[src/rtl/xinitial_symbol_buffer_pkg.sv]
// Detector constants package.
// Holds the default lane/alphabet/symbol geometry shared by the detector
// stages, plus the index-to-bipolar-symbol mapping used wherever argmax
// indices are turned into signed symbol values.
package xinitial_symbol_buffer_pkg;

  localparam int unsigned DEF_J      = 14;
  localparam int unsigned DEF_A      = 2;
  localparam int unsigned DEF_AWIDTH = $clog2(DEF_A) + 1;
  localparam int unsigned DEF_SWIDTH = 8;

  // Clamp the index into 0..alpha-1, then map onto the odd bipolar grid
  // -(alpha-1), -(alpha-3), ..., +(alpha-1).
  function automatic int sym_of_idx(input int unsigned idx, input int unsigned alpha);
    int unsigned c;
    c = (idx >= alpha) ? alpha - 1 : idx;
    return 2 * int'(c) - int'(alpha) + 1;
  endfunction

endpackage

[src/rtl/xinitial_symbol_buffer_sync_fifo_fwft.sv]
// Synchronous first-word-fall-through FIFO.
// Ports:
//   clk, rst    clock, asynchronous active-high reset
//   wr_en, din  write request and data; ignored when full unless rd_en
//               frees a slot in the same cycle
//   rd_en       pop the head entry; ignored when empty
//   dout        head entry, combinational from storage (zero when empty)
//   full, empty occupancy status
//   fill        current occupancy, 0..DEPTH
module sync_fifo_fwft #(
  parameter int unsigned WIDTH = 8,
  parameter int unsigned DEPTH = 16
) (
  input  logic                       clk,
  input  logic                       rst,
  input  logic                       wr_en,
  input  logic [WIDTH-1:0]           din,
  input  logic                       rd_en,
  output logic [WIDTH-1:0]           dout,
  output logic                       full,
  output logic                       empty,
  output logic [$clog2(DEPTH):0]     fill
);

  localparam int unsigned AW = $clog2(DEPTH);

  logic [WIDTH-1:0] mem [DEPTH];
  logic [AW:0]      wr_ptr;
  logic [AW:0]      rd_ptr;
  logic             wr_ok;
  logic             rd_ok;

  // Pointers carry one extra wrap bit so full and empty are distinguishable.
  assign empty = (wr_ptr == rd_ptr);
  assign full  = (wr_ptr[AW] != rd_ptr[AW]) && (wr_ptr[AW-1:0] == rd_ptr[AW-1:0]);
  assign fill  = wr_ptr - rd_ptr;

  assign rd_ok = rd_en && !empty;
  assign wr_ok = wr_en && (!full || rd_ok);

  assign dout = empty ? '0 : mem[rd_ptr[AW-1:0]];

  always_ff @(posedge clk) begin
    if (wr_ok) begin
      mem[wr_ptr[AW-1:0]] <= din;
    end
  end

  always_ff @(posedge clk or posedge rst) begin
    if (rst) begin
      wr_ptr <= '0;
      rd_ptr <= '0;
    end else begin
      if (wr_ok) wr_ptr <= wr_ptr + 1'b1;
      if (rd_ok) rd_ptr <= rd_ptr + 1'b1;
    end
  end

endmodule

[src/rtl/xinitial_symbol_buffer.sv]
// x_initial symbol buffer.
// Registers each J-lane argmax index vector, maps every lane to a signed
// bipolar symbol, buffers the vectors in a FWFT FIFO and presents them as a
// ready/valid stream with tlast marking the final vector of each frame.
// Ports:
//   clk, rst          clock, asynchronous active-high reset
//   x_initial         J lane indices, lane j at [j*AWIDTH +: AWIDTH]
//   x_initial_tvalid  one-cycle qualifier, no backpressure
//   dout              J signed symbols, lane j at [j*SWIDTH +: SWIDTH]
//   dout_tvalid       FIFO non-empty
//   dout_tready       downstream accept
//   dout_tlast        last vector of a frame
//   overflow          sticky: a vector was dropped because the FIFO was full
//   range_err         sticky: a lane index was >= A
//   fill              FIFO occupancy
module xinitial_symbol_buffer
  import xinitial_symbol_buffer_pkg::*;
#(
  parameter int unsigned J         = DEF_J,
  parameter int unsigned A         = DEF_A,
  parameter int unsigned AWIDTH    = $clog2(A) + 1,
  parameter int unsigned SWIDTH    = DEF_SWIDTH,
  parameter int unsigned DEPTH     = 16,
  parameter int unsigned FRAME_LEN = 7
) (
  input  logic                    clk,
  input  logic                    rst,
  input  logic [J*AWIDTH-1:0]     x_initial,
  input  logic                    x_initial_tvalid,
  output logic [J*SWIDTH-1:0]     dout,
  output logic                    dout_tvalid,
  input  logic                    dout_tready,
  output logic                    dout_tlast,
  output logic                    overflow,
  output logic                    range_err,
  output logic [$clog2(DEPTH):0]  fill
);

  localparam int unsigned FW = (FRAME_LEN > 1) ? $clog2(FRAME_LEN) : 1;
  localparam int unsigned DW = J * SWIDTH;

  logic [DW-1:0]  sym_c;
  logic [J-1:0]   lane_bad;
  logic [DW-1:0]  s1_data;
  logic           s1_valid;
  logic [FW-1:0]  frame_cnt;
  logic           frame_last;
  logic           fifo_full;
  logic           fifo_empty;
  logic           fifo_rd;
  logic           accept;
  logic [DW:0]    fifo_din;
  logic [DW:0]    fifo_dout;

  always_comb begin
    sym_c    = '0;
    lane_bad = '0;
    for (int unsigned j = 0; j < J; j++) begin
      sym_c[j*SWIDTH +: SWIDTH] = SWIDTH'(sym_of_idx(32'(x_initial[j*AWIDTH +: AWIDTH]), A));
      lane_bad[j]               = 32'(x_initial[j*AWIDTH +: AWIDTH]) >= A;
    end
  end

  // Stage 1: map register. Data only loads on a valid input so the
  // registered vector is a clean snapshot of the accepted argmax output.
  always_ff @(posedge clk or posedge rst) begin
    if (rst) begin
      s1_data   <= '0;
      s1_valid  <= 1'b0;
      range_err <= 1'b0;
    end else begin
      s1_valid <= x_initial_tvalid;
      if (x_initial_tvalid) begin
        s1_data <= sym_c;
        if (|lane_bad) range_err <= 1'b1;
      end
    end
  end

  // A full FIFO still accepts the vector when the head is read in the same
  // cycle; only a genuine drop raises overflow and stalls the frame count.
  assign fifo_rd    = dout_tvalid && dout_tready;
  assign accept     = s1_valid && (!fifo_full || fifo_rd);
  assign frame_last = (frame_cnt == FW'(FRAME_LEN - 1));
  assign fifo_din   = {frame_last, s1_data};

  always_ff @(posedge clk or posedge rst) begin
    if (rst) begin
      frame_cnt <= '0;
      overflow  <= 1'b0;
    end else begin
      if (accept) begin
        frame_cnt <= frame_last ? '0 : frame_cnt + 1'b1;
      end else if (s1_valid) begin
        overflow <= 1'b1;
      end
    end
  end

  sync_fifo_fwft #(
    .WIDTH (DW + 1),
    .DEPTH (DEPTH)
  ) u_fifo (
    .clk   (clk),
    .rst   (rst),
    .wr_en (s1_valid),
    .din   (fifo_din),
    .rd_en (fifo_rd),
    .dout  (fifo_dout),
    .full  (fifo_full),
    .empty (fifo_empty),
    .fill  (fill)
  );

  assign dout_tvalid = !fifo_empty;
  assign dout        = fifo_dout[DW-1:0];
  assign dout_tlast  = fifo_dout[DW];

endmodule

[config.mk]
export PLATFORM = sky130hd
export DESIGN_NAME = xinitial_symbol_buffer
export DESIGN_NICKNAME = d
export VERILOG_FILES = /design/src/rtl/xinitial_symbol_buffer_pkg.sv /design/src/rtl/xinitial_symbol_buffer_sync_fifo_fwft.sv /design/src/rtl/xinitial_symbol_buffer.sv
export SDC_FILE = /design/constraint.sdc
export NUM_CORES = 1
export LEC_CHECK = 0
export CORE_MARGIN = 2
export CORE_UTILIZATION = 40
export CTS_CLUSTER_SIZE = 25
export DETAILED_ROUTE_END_ITERATION = 10
export HOLD_SLACK_MARGIN = 0.06
export RECOVER_POWER = 100
export SYNTH_ARGS = -nofsm -noshare
export SYNTH_HDL_FRONTEND = slang
export SYNTH_SLANG_ARGS = --single-unit
[constraint.sdc]
create_clock -name clk -period 3.6 [get_ports clk]
set_input_delay 0.36 -clock clk [delete_from_list [all_inputs] [get_ports clk]]
set_output_delay 0.36 -clock clk [all_outputs]
set_load 0.01 [all_outputs]
==> results.py <==
metrics = {
    "outcome": {
        "status": "finished with violations",
        "violations": "max-capacitance violations, max-slew violations",
    },
    "setup_path": {
        "crit_arrival_ns": 3.11,
        "timing_worst_setup_path_type": "reg2out",
        "ff2ff_path_depth": 7,
        "crit_chain": "buf_16 -> mux4_1 -> mux2_2 -> o21ai_1 -> a21oi_2 -> clkdlybuf4s50_1",
        "cpLargestDelayFamily": "buffers and inverters",
        "critPathCaptureType": "output pin",
        "path_buf_inv": 2,
        "crit_fanout": 69,
        "crit_slowest_cell": "mux4_1",
        "required_ns": 3.24,
        "crit_cells": 6,
        "slowest_delay_ns": 0.61,
        "start_kind": "flop",
    },
    "sta": {
        "fin_worst_skew_ns": 0.0185,
        "fmax_mhz": 288,
        "timing.final.crit_share_pct": 96.4,
        "setup_viol": 0,
        "period_minus_slack_ns": 3.47,
        "rsz0062_at_grt": "true",
        "worst_slew_pin_slew_ns": 1.70,
        "slew-limit-headroom_pct": -13.3,
        "setup_ws_ns": 0.131,
        "slew_violations": 32,
        "hold_viol_final": 0,
    },
    "synth": {
        "syn_area_um2": 12300,
        "netlist_top_cells_area": "edfxtp_1 63%, mux4_1 6.4%, dfrtp_1 6.3%, buf_4 6.1%, mux4_2 5.9%",
        "yosys_register_bits": 287,
        "synth_top_area_share_pct": 62.6,
        "syn_area_per_cell_um2": 18.2,
        "syn_nets": 715,
        "synth_edf_count": 256,
        "synth_ff_type": "edfxtp_1",
        "yosysTopAreaCell": "edfxtp_1",
        "ys_seq_area_share_pct": 68.9,
        "yosysWarnings": 0,
        "synthDistinctLibCells": 35,
        "synthCells": 673,
        "synth-async-reset-ratio_pct": 10.8,
    },
    "power_and_ir_drop": {
        "p_leak_nw": 5.08,
        "vdd_drop_max_v": 0.000384,
        "total_power_w": 0.0140,
        "pwr_density_cell_nw_per_um2": 961,
    },
    "final_layout": {
        "nFillCells": 2533,
        "fin_area_um2": 14500,
        "synthToLayoutAreaGrowth_pct": 18.5,
        "drive_above_1_share_pct": 18.4,
        "multi_input_area_um2": 2900,
        "diodes": 0,
        "ff_latch_area_um2": 8470,
        "nets": 800,
    },
    "global_route": {
        "gr-usage-met1_pct": 23.3,
        "top_usage_layer": "met2",
        "grtUsageMet2_pct": 27.0,
        "antenna_found_initial": 1,
        "grtUsageMet3_pct": 2.16,
        "grt_pass1_wl_um": 38200,
        "grt_use_total_pct": 16.4,
        "grt_overflow": 0,
        "grt_max_degree": 70,
        "grt_pass1_vias": 6123,
    },
    "floorplanning": {
        "initial_core_util_pct": 40.3,
        "fp.dieH_um": 179,
        "fp-row-count": 64,
        "die_w_um": 179,
        "pin_count": 153,
        "coreArea_um2": 30400,
        "die_area_um2": 32100,
    },
    "placed_design": {
        "post-place-ws_ns": 0.399,
        "gp_congestion": 0.761,
        "port_buffers": 152,
        "postPlaceCellArea_um2": 13700,
        "dpl.hpwl_um": 15100,
    },
    "cts": {
        "cts_hold_buf": 0,
        "cts_root_buffer": "clkbuf_16",
        "htreeDepth": 1,
        "cts.sinks": 287,
        "cts_tree": "yes",
        "clkLatencyLatePin_ns": 0.55,
        "path_clk_slew_ns": 0.06,
        "clock_path_buffers": 3,
        "numCtsBuffers": 29,
    },
    "worst_hold_path": {
        "hp-class": "reg2reg",
        "holdPathStages": 1,
    },
    "routing": {
        "routedWlPerCell_um": 22.0,
        "first_pass_iters": 5,
        "drtIter0Drc": 508,
        "route.vias.total": 6146,
        "drt-total-wl_um": 25900,
        "ant_nets": 0,
        "viasPerCell": 5.23,
        "drc": 0,
    },
    "flow_run": {
        "maxCapViolations": 1,
    },
}
-- cell type report --
class | instances | share of cell area [%]
clock buffers | 35 | 5.14
multi-input cells | 248 | 19.9
flip-flops and latches | 287 | 58.2
well taps | 396 | 3.41
clock inverters | 17 | 1.09
inverters | 12 | 0.310
repair buffers | 180 | 11.9
-- cell usage after synthesis, types with 2 or more instances --
| cell type | number |
|---|---|
| mux4_2 | 32 |
| o21ai_1 | 15 |
| buf_2 | 13 |
| clkbuf_8 | 3 |
| nand4_1 | 6 |
| mux2i_1 | 19 |
| xor2_1 | 2 |
| clkbuf_1 | 3 |
| mux4_1 | 30 |
| inv_1 | 11 |
| buf_4 | 99 |
| nor2_1 | 30 |
| ha_1 | 9 |
| nand2b_1 | 2 |
| o31ai_1 | 2 |
| o21ai_0 | 8 |
| buf_6 | 5 |
| nand2_1 | 14 |
| nor3_1 | 5 |
| a21oi_1 | 18 |
| a21o_1 | 4 |
| xnor2_1 | 10 |
| nand3_1 | 4 |
| buf_1 | 2 |
| dfrtp_1 | 31 |
| mux2_2 | 30 |
| edfxtp_1 | 256 |
| nor4_1 | 3 |
-- path summary, 6_finish.rpt --
kind	from	to	slack, ns
worst max-delay path	u_fifo.rd_ptr[1]	dout[48]	0.13
worst min-delay path	overflow	overflow	0.45
worst max register to register	u_fifo.wr_ptr[0]	u_fifo.mem[2][95]	0.34
worst min register to register	overflow	overflow	0.45
max in group asynchronous	rst	u_fifo.wr_ptr[3]	1.64
min in group asynchronous	rst	u_fifo.wr_ptr[1]	0.85
-- sequential cells by signal, indices dropped and copies added (netlist names) --
signal	count
overflow	1
range_err	1
u_fifo.wr_ptr	5
u_fifo.mem	256
frame_cnt	3
u_fifo.rd_ptr	5
s1_valid	1
s1_data	15
-- per-stage QoR --
stage / cells / utilization (%) / TNS, ns / hold WS, ns
after global routing: 1175 / 47.8 / -0.00780 / 0.474
final: 1175 / 47.8 / 0 / 0.453
after CTS: 1175 / 48.1 / 0 / 0.199
after global placement: 1123 / 45.0 / 0 / 0.449
after detailed placement: 1123 / 45.0 / 0 / 0.450
after floorplan: 673 / - / 0 / 0.391
-- routing by layer --
layer  vias to the layer above  routed length [um]
met3                        33                1680
met2                       239               12300
met5                         -                   0
met1                      3169               11500
li1                       2705                   -
met4                         0                 399
-- cell families after synthesis --
kind of cell	share of synthesized area, %
AOI/OAI and AO/OA	2.17
xor gates and xnor gates	0.856
adders and majority gates	1.08
buffers and inverters	7.97
DFF	68.9
muxes	16.6
and+or+nand+nor	2.40
-- timing repair --
action	4_1_cts	5_1_grt
endpoints found under the setup margin	66	76
gates resized for setup	11	24
setup buffers	0	0
-- cells in the final DEF (no fill, tap or decap), types with 2 or more instances in the layout --
master / instances
ha_1: 9
o21ai_1: 13
mux4_1: 30
dfrtp_1: 28
nand2b_1: 2
o31ai_1: 2
nor4_1: 3
clkbuf_16: 29
a21oi_1: 5
nor2_1: 30
buf_4: 8
nand4_1: 6
clkinv_1: 6
clkbuf_2: 11
mux4_2: 32
dlygate4sd3_1: 10
a21o_1: 4
nand2_1: 14
a21oi_2: 12
dlymetal6s2s_1: 15
mux2i_1: 19
o21ai_0: 8
edfxtp_1: 256
nor3_1: 5
xor2_1: 2
bufinv_16: 3
o21ai_2: 2
nand3_1: 4
clkinv_2: 6
clkbuf_1: 15
xnor2_1: 10
clkdlybuf4s50_1: 125
dfrtp_2: 3
inv_1: 11
mux2_2: 30
-- where the power goes --
group / total, W / internal (W) / switching, W / leakage, nW
Clock: 0.00288 / 0.00168 / 0.00119 / 0.444
Combinational: 0.00684 / 0.00365 / 0.00319 / 1.96
Sequential: 0.00426 / 0.00406 / 0.000201 / 2.68
Total: 0.0140 / 0.00939 / 0.00459 / 5.08
(Power assumes the default switching activity.)
